### src/rtl/controle_pkg.sv
// controle_pkg: shared states, opcodes and ALU codes for the multicycle controller
package controle_pkg;
  typedef enum logic [2:0] {IDLE, DECODE, EXEC, MEM, CLEAR, WB, HALT} state_t;
  localparam logic [2:0] OP_ADD = 3'b000;
  localparam logic [2:0] OP_SUB = 3'b001;
  localparam logic [2:0] OP_DIV = 3'b010;
  localparam logic [2:0] OP_MUL = 3'b011;
  localparam logic [2:0] OP_CLR = 3'b100;
  localparam logic [2:0] OP_HLT = 3'b101;
  localparam logic [2:0] OP_LD  = 3'b110;
  localparam logic [2:0] OP_ST  = 3'b111;
  localparam logic [3:0] ALU_ADD = 4'b1000;
  localparam logic [3:0] ALU_SUB = 4'b0100;
  localparam logic [3:0] ALU_MUL = 4'b0010;
  localparam logic [3:0] ALU_DIV = 4'b0001;
  function automatic logic [3:0] alu_code(input logic [2:0] op);
    return op == OP_ADD ? ALU_ADD : op == OP_SUB ? ALU_SUB : op == OP_MUL ? ALU_MUL : ALU_DIV;
  endfunction
endpackage

### src/rtl/contador_espera.sv
// contador_espera: handshake wait counter with timeout flag
//   clr: restart count, en: this is a wait cycle, expired: this wait cycle is the WAIT_MAX-th
module contador_espera #(
  parameter int WAIT_MAX = 64
) (
  input  logic clk,
  input  logic rst_n,
  input  logic clr,
  input  logic en,
  output logic expired
);
  localparam int CW = $clog2(WAIT_MAX + 1);
  logic [CW-1:0] cnt;
  // flagged during the last allowed wait cycle so the caller leaves on the same edge the count reaches WAIT_MAX
  assign expired = en && cnt == CW'(WAIT_MAX - 1);
  always_ff @(posedge clk or negedge rst_n)
    if (!rst_n) cnt <= '0;
    else if (clr) cnt <= '0;
    else if (en) cnt <= cnt + CW'(1);
endmodule

### src/rtl/controle_multiciclo.sv
// controle_multiciclo: multicycle control FSM for ALU, memory access, memory clear and halt
//   instr_valid/opcode/instr_ready: opcode handshake; alu_start/alu_done: ALU launch and completion
//   mem_ready: memory access done; resume: leave HALT; MemtoReg..Clear, ALUCode: datapath controls
//   clr_addr: address being cleared; err: sticky fault (bad opcode or timeout)
module controle_multiciclo
  import controle_pkg::*;
#(
  parameter int OPW       = 3,
  parameter int MEM_DEPTH = 16,
  parameter int WAIT_MAX  = 64,
  localparam int ADDR_W   = (MEM_DEPTH > 1) ? $clog2(MEM_DEPTH) : 1
) (
  input  logic              clk,
  input  logic              rst_n,
  input  logic              instr_valid,
  input  logic [OPW-1:0]    opcode,
  output logic              instr_ready,
  input  logic              alu_done,
  input  logic              mem_ready,
  input  logic              resume,
  output logic              alu_start,
  output logic              MemtoReg,
  output logic              MemEn,
  output logic              MemOp,
  output logic              FonteEscrita,
  output logic              RegEsc,
  output logic              Stop,
  output logic              Clear,
  output logic [3:0]        ALUCode,
  output logic [ADDR_W-1:0] clr_addr,
  output logic              err
);
  state_t state, nxt;
  logic [OPW-1:0] op;
  logic [2:0] lo;
  logic bad, last, cnt_clr, cnt_en, expired, err_set;
  assign lo = op[2:0];
  assign bad = (op >> 3) != '0;
  assign last = clr_addr == ADDR_W'(MEM_DEPTH - 1);
  contador_espera #(.WAIT_MAX(WAIT_MAX)) u_espera (
    .clk(clk), .rst_n(rst_n), .clr(cnt_clr), .en(cnt_en), .expired(expired)
  );
  always_comb begin
    nxt = state;
    instr_ready = 1'b0;
    alu_start = 1'b0;
    MemtoReg = 1'b0;
    MemEn = 1'b0;
    MemOp = 1'b0;
    FonteEscrita = 1'b0;
    RegEsc = 1'b0;
    Stop = 1'b0;
    Clear = 1'b0;
    ALUCode = ALU_DIV;
    cnt_clr = 1'b0;
    cnt_en = 1'b0;
    err_set = 1'b0;
    case (state)
      IDLE: begin
        instr_ready = 1'b1;
        if (instr_valid) nxt = DECODE;
      end
      DECODE: begin
        cnt_clr = 1'b1;
        if (bad) begin
          nxt = HALT;
          err_set = 1'b1;
        end else if (!lo[2]) begin
          alu_start = 1'b1;
          nxt = EXEC;
        end else nxt = lo == OP_CLR ? CLEAR : lo == OP_HLT ? HALT : MEM;
      end
      EXEC: begin
        ALUCode = alu_code(lo);
        cnt_en = !alu_done;
        if (alu_done) nxt = WB;
        else if (expired) begin
          nxt = HALT;
          err_set = 1'b1;
        end
      end
      MEM: begin
        MemEn = 1'b1;
        MemOp = lo[0];
        cnt_en = !mem_ready;
        if (mem_ready) nxt = lo[0] ? IDLE : WB;
        else if (expired) begin
          nxt = HALT;
          err_set = 1'b1;
        end
      end
      CLEAR: begin
        MemEn = 1'b1;
        Clear = 1'b1;
        cnt_en = !mem_ready;
        cnt_clr = mem_ready;
        if (mem_ready && last) nxt = IDLE;
        else if (expired) begin
          nxt = HALT;
          err_set = 1'b1;
        end
      end
      WB: begin
        RegEsc = 1'b1;
        MemtoReg = lo == OP_LD;
        FonteEscrita = lo == OP_LD;
        ALUCode = lo[2] ? ALU_DIV : alu_code(lo);
        nxt = IDLE;
      end
      HALT: begin
        Stop = 1'b1;
        if (resume) nxt = IDLE;
      end
      default: nxt = IDLE;
    endcase
  end
  always_ff @(posedge clk or negedge rst_n)
    if (!rst_n) begin
      state <= IDLE;
      op <= '0;
      clr_addr <= '0;
      err <= 1'b0;
    end else begin
      state <= nxt;
      if (state == IDLE && instr_valid) op <= opcode;
      err <= err | err_set;
      // address only advances while the sweep continues; leaving CLEAR (done or timeout) parks it at 0
      clr_addr <= nxt != CLEAR ? '0 : (state == CLEAR && mem_ready) ? clr_addr + ADDR_W'(1) : clr_addr;
    end
endmodule

### config.mk
export PLATFORM = sky130hd
export DESIGN_NAME = controle_multiciclo
export DESIGN_NICKNAME = d
export VERILOG_FILES = /design/src/rtl/controle_pkg.sv /design/src/rtl/contador_espera.sv /design/src/rtl/controle_multiciclo.sv
export SDC_FILE = /design/constraint.sdc
export NUM_CORES = 1
export LEC_CHECK = 0
export CAP_MARGIN = 10
export CORE_UTILIZATION = 45
export DETAILED_ROUTE_END_ITERATION = 6
export PLACE_DENSITY = 0.73
export RECOVER_POWER = 100
export SLEW_MARGIN = 20
export SYNTH_ARGS = -nofsm -noshare
export SYNTH_HDL_FRONTEND = slang
export SYNTH_SLANG_ARGS = --single-unit
### constraint.sdc
create_clock -name clk -period 2.49 [get_ports clk]
set_input_delay 0.747 -clock clk [delete_from_list [all_inputs] [get_ports clk]]
set_output_delay 0.747 -clock clk [all_outputs]
set_load 0.02 [all_outputs]
### Yosys cells after proc, flatten, opt, wreduce, memory -nomap -nowiden

Cells that the tools add are included.

| word-level totals | value |
|---|---|
| output and inout bits | 18 |
| word-level logic and storage cells | 69 |
| flip-flop bits (word level) | 18 |
| bits of input ports | 9 |

| operators by class | value |
|---|---|
| add/sub/neg operators | 2 |
| reduce and logical (&&, ||, !) cells | 11 |
| bitwise gates (word level) | 1 |
| multiplexer cells | 36 |
| eq/ne operators | 14 |

Operators with widths:

| cell | number |
|---|---|
| 3-bit two-way mux | 11 |
| 3-bit equality test, second input constant | 6 |
| 3-bit one-hot mux with 6 select lines | 1 |
| 4-bit two-way mux | 4 |
| 7-bit two-way mux | 2 |
| 1-bit two-way mux | 13 |
| 3-bit by 2-bit equality test with 1-bit output, second input constant | 3 |
| 4-bit one-hot mux with 2 select lines | 1 |
| 7-bit by 1-bit adder with 7-bit output, second input constant | 1 |
| 7-bit by 6-bit equality test with 1-bit output, second input constant | 1 |
| 3-bit by 1-bit equality test with 1-bit output, second input constant | 2 |
| 3-bit logical NOT | 2 |
| 4-bit by 1-bit adder with 4-bit output, second input constant | 1 |
| 4-bit equality test, second input constant | 1 |
| 1-bit logical AND | 4 |
| 1-bit one-hot mux with 2 select lines | 2 |
| 2-bit nonzero test | 2 |
| 3-bit inequality test, second input constant | 1 |
| 1-bit one-hot mux with 3 select lines | 1 |
| 1-bit logical NOT | 2 |
| 2-bit two-way mux | 1 |
| 2-bit OR reduction | 1 |
| 1-bit OR | 1 |

### Depth between registers and ports, before layout

| logic depth | value |
|---|---|
| depth in word-level cells | 9 |
| depth in mapped cells | 6 |

### By module

A second synthesis with hierarchy kept.

| second synthesis, totals | value |
|---|---|
| cells, all modules | 117 |
| area, all modules | 1166.1 µm² |

Modules (own cells, without submodules):

| module | sequential area each (µm²) | cells an instance | instances | area an instance (µm²) |
|---|---|---|---|---|
| controle_multiciclo | 275.3 | 85 | 1 | 830.8 |
| contador_espera | 175.2 | 32 | 1 | 335.3 |

### Worst setup path before layout

OpenSTA, ideal clock, no wires.

| timing path | value |
|---|---|
| path type | register to output |
| from | register state[0] |
| to | output MemtoReg |
| buffers on the path | 2 |
| stages on the path, launching flop included | 6 |
| setup slack | -705 ps |
| data arrival time | 2448 ps |
| cell sequence | dfrtp_1 > buf_4 > inv_2 > nor3b_1 > nor4b_1 > buf_4 |

| between the ends | value |
|---|---|
| longest elaborated chain between the ends | 2 |

Ends and longest elaborated chain:

| element | RTL line | RTL |
|---|---|---|
| start, declared | controle_multiciclo.sv:33 | `state_t state, nxt;` |
| start signal, assigned | controle_multiciclo.sv:124 | `state <= nxt;` |
| 3-bit equality test | - |  |
| 1-bit two-way mux | - |  |
| end, declared | controle_multiciclo.sv:22 | `output logic MemtoReg,` |

No other way between the ends.

### Final worst setup path

| timing path | value |
|---|---|
| from | input mem_ready |
| to | register state[0] |

| between the ends | value |
|---|---|
| longest elaborated chain between the ends | 6 |
| elaborated cells on any way between the ends | 9 |
| classes of those cells | mux: 6; reduce/logical: 3 |

Ends and longest elaborated chain:

| element | RTL line | RTL |
|---|---|---|
| start, declared | controle_multiciclo.sv:19 | `input logic mem_ready,` |
| 1-bit logical NOT | controle_multiciclo.sv:85, controle_multiciclo.sv:95 |  |
| 1-bit one-hot mux with 2 select lines | controle_multiciclo.sv:58 | `case (state)` |
| 1-bit logical AND | contador_espera.sv:15 | `assign expired = en && cnt == CW'(WAIT_MAX - 1);` |
| 3-bit two-way mux | controle_multiciclo.sv:77, controle_multiciclo.sv:87, controle_multiciclo.sv:98 |  |
| 3-bit two-way mux (on tied branches) | controle_multiciclo.sv:97, controle_multiciclo.sv:76, controle_multiciclo.sv:86 |  |
| 3-bit one-hot mux with 6 select lines * | controle_multiciclo.sv:58 |  |
| named net nxt[0] | controle_multiciclo.sv:33 |  |

The timed path passes the listed nets; every way through them passes the cells marked *.
A chain may end at the register's enable or synchronous reset.

==> results.sh <==
export IMPL_worstSetupStartpoint="mem_ready"
export IMPL_synth_seq_cells=18
export IMPL_slew_headroom_pct=37.7
export IMPL_detail_route_antenna_nets=0
export IMPL_grt_overall_usage_pct=20.6
export IMPL_timing_hold_ws_ps=475
export IMPL_fin_area_sq_mm=0.00156
export IMPL_clk_insertion_delay_late_ps=290
export IMPL_yosys_top_cells_area="dfrtp_1 37%, nor2_1 5.0%, xor2_1 4.4%"
export IMPL_timing_hold_violations_final=0
export IMPL_start_util_pct=48.1
export IMPL_cts_root_buffer_cell="clkbuf_4"
export IMPL_drv_max_cap_violation_count=0
export IMPL_worstSetupStartpointType="primary input"
export IMPL_grt_pass1_wl_mm=4.20
export IMPL_finalWirelength_mm=2.62
export IMPL_post_cts_hold_buffer_count=0
export IMPL_post_route_util_pct=62.5
export IMPL_clock_skew_final_ps=5.15
export IMPL_pwr_density_cell_mw_per_mm2=903
export IMPL_finish_net_count=173
export IMPL_min_path_type="reg -> reg"
export IMPL_globalplace_congestion=0.850
export IMPL_cts_sinks=18
export IMPL_p_leak_nw=0.743
export IMPL_critical_path_top_delay_family="compound AO/OA/AOI/OAI gates"
export IMPL_worst_hold_path_num_cells=1
export IMPL_yosys_area_top_type="dfrtp_1"
export IMPL_cp_data_required_time_ps=2680
export IMPL_n_antenna_cell=0
export IMPL_route_vias_total=1072
export IMPL_floorplan_die_area_sq_mm=0.00289
export IMPL_timing_max_transition_violations_final=0
export IMPL_cts_clk_slew_worst_paths_ps=100
export IMPL_critPathCaptureType="flop"
export IMPL_numCtsBuffers=3
export IMPL_port_buffers=26
export IMPL_tritoncts="done"
export IMPL_async_flop_share_pct=100
export IMPL_drtIter0Drc=7
export IMPL_dr_pass1_iters=4
export IMPL_initial_antenna_violation_count=0
export IMPL_tightest_slew_ps=935
export IMPL_maxClockFrequency_mhz=411
export IMPL_layout_min_cycle_time_ps=2430
export IMPL_synth_commonest_cells="18 x dfrtp_1, 16 x nor2_1, 7 x nand2_1, 7 x o21ai_0, 6 x xor2_1"
export IMPL_hold_path_startpoint="err"
export IMPL_synth_top_cell_area_share_pct=37.4
export IMPL_outcome="finished clean"
export IMPL_row_count=18
export IMPL_post_route_worst_setup_slack_ps=57.0
export IMPL_gr_total_overflow=0
export IMPL_die_h_um=53.7
export IMPL_critical_path_buf_inv_count=1
export IMPL_cp_slowest_cell="dlygate4sd3_1"
export IMPL_synth_main_ff_cell="dfrtp_1"
export IMPL_grt_pass1_vias=996
export IMPL_r2r_end="state[0]"
export IMPL_postPlaceCellArea_sq_mm=0.00160
export IMPL_rrSetupSlack_ps=520
export IMPL_min_to="err"
export IMPL_timing_critical_path_slowest_cell_delay_ps=600
export IMPL_clock_path_buffers=2
export IMPL_place_ws_ps=-73.2
export IMPL_vdd_ir_drop_worst_mv=0.504
export IMPL_synth_avg_cell_area_sq_um=9.87
export IMPL_rsz0062_at_grt="yes"
export IMPL_synth_most_common_cell="dfrtp_1"
export IMPL_design_portCount=27
export IMPL_drc=0
export IMPL_p_total_mw=1.41
export IMPL_drive_above_1_share_pct=21.7
export IMPL_syn2layout_area_growth_pct=29.8
export IMPL_rr_worst_depth=6
export IMPL_synth_net_count=133
export IMPL_synth_edf_count=0
export IMPL_post_synthesis_instance_area_sq_mm=0.00120
export IMPL_cts_htree_levels=1
export IMPL_setup_viol=0
export IMPL_place_hpwl_mm=2.08
export IMPL_worst_path_arrival_time_ps=2620
export IMPL_routedWlPerCell_um=13.7
export IMPL_vias_per_cell=5.61
export IMPL_die_w_um=53.7
export IMPL_critical_path_cell_chain="dlygate4sd3_1 > nor4b_2 > a21o_4 > o2111ai_1 > a221o_1 > a21o_1"
export IMPL_grt_max_degree=19
export IMPL_synth_yosys_seq_area_share_pct=37.4
export IMPL_final_min_period_over_clock_period_pct=97.7
export IMPL_yosys_warnings=0
export IMPL_design_core_area_sq_mm=0.00250
export IMPL_worstSetupPathType="in -> reg"
export IMPL_post_synth_inst_count=122
export IMPL_reg2reg_from="state[1]"
export IMPL_netlist_cell_type_count=53
export IMPL_critical_path_peak_fanout=6
==> state kept, by name, summed over array words and instances (netlist names) <==
name and cells:
u_espera.cnt 7, clr_addr 4, lo 3, state 3
err 1
==> repair_timing <==
| item | CTS | global route |
|---|---|---|
| pin swaps | 1 | 0 |
| endpoints found under the hold margin | 0 | 0 |
| gates resized for setup | 18 | 6 |
| setup endpoints to repair | 13 | 4 |
| buffers inserted | 0 | 0 |
==> cell families after synthesis <==
group | Yosys count | share of synthesized area (%)
compound gates | 24 | 17.4
flops | 18 | 37.4
xor+xnor | 7 | 5.09
fa+ha+maj | 2 | 2.08
mux | 4 | 3.53
buf+inv | 11 | 4.78
simple gates | 56 | 29.7
==> per-layer routing <==
| layer | wire, um | GRT usage, % | up-vias | part of all wire (%) |
|---|---|---|---|---|
| met5 | 0 | 0 | - | 0 |
| met4 | 85 | 12.3 | 0 | 3.2 |
| met3 | 84 | 2.82 | 9 | 3.2 |
| met2 | 1290 | 35.4 | 19 | 49 |
| met1 | 1160 | 24.1 | 527 | 44 |
| li1 | - | - | 517 | - |
==> report_power, final <==
group / leakage, nW / switching (mW) / internal (mW)
Clock: 0.0210 / 0.0884 / 0.0891
Sequential: 0.238 / 0.114 / 0.359
Combinational: 0.484 / 0.414 / 0.346
==> metrics by stage <==
stage / TNS (ps) / instances
floorplan: 0 / 122
global placement: -48.6 / 187
detailed placement: -443 / 187
CTS: 0 / 191
global route: -22.3 / 191
finish: 0 / 191
==> placed cells by master (no fill, tap or decap), types with 3 or more instances in the layout <==
master,netlist,layout
and3_1,4,4
buf_4,2,10
clkbuf_1,2,5
clkbuf_4,0,4
clkdlybuf4s50_1,0,7
dfrtp_1,18,16
dlygate4sd2_1,0,7
dlygate4sd3_1,0,7
inv_1,4,4
nand2_1,7,7
nand2b_1,3,3
nand3_1,3,3
nand4_1,2,3
nor2_1,16,16
o2111ai_1,2,4
o21ai_0,7,7
xor2_1,6,6
==> layout make-up <==
type	instances	area, sq um
repair buffers	41	328
multi-input cells	93	689
well taps	30	37.5
flip-flops and latches	18	453
fillers	223	937
clock buffers	4	36.3
inverters	5	18.8
==> worst max-delay path by stage <==
stage / depth (start not counted) / to
final: 6 / state[0]
after CTS: 6 / ALUCode[0]
after global routing: 6 / ALUCode[0]
after detailed placement: 6 / state[0]
after global placement: 6 / state[0]
after floorplan: 5 / MemtoReg
(Power assumes the default switching activity.)
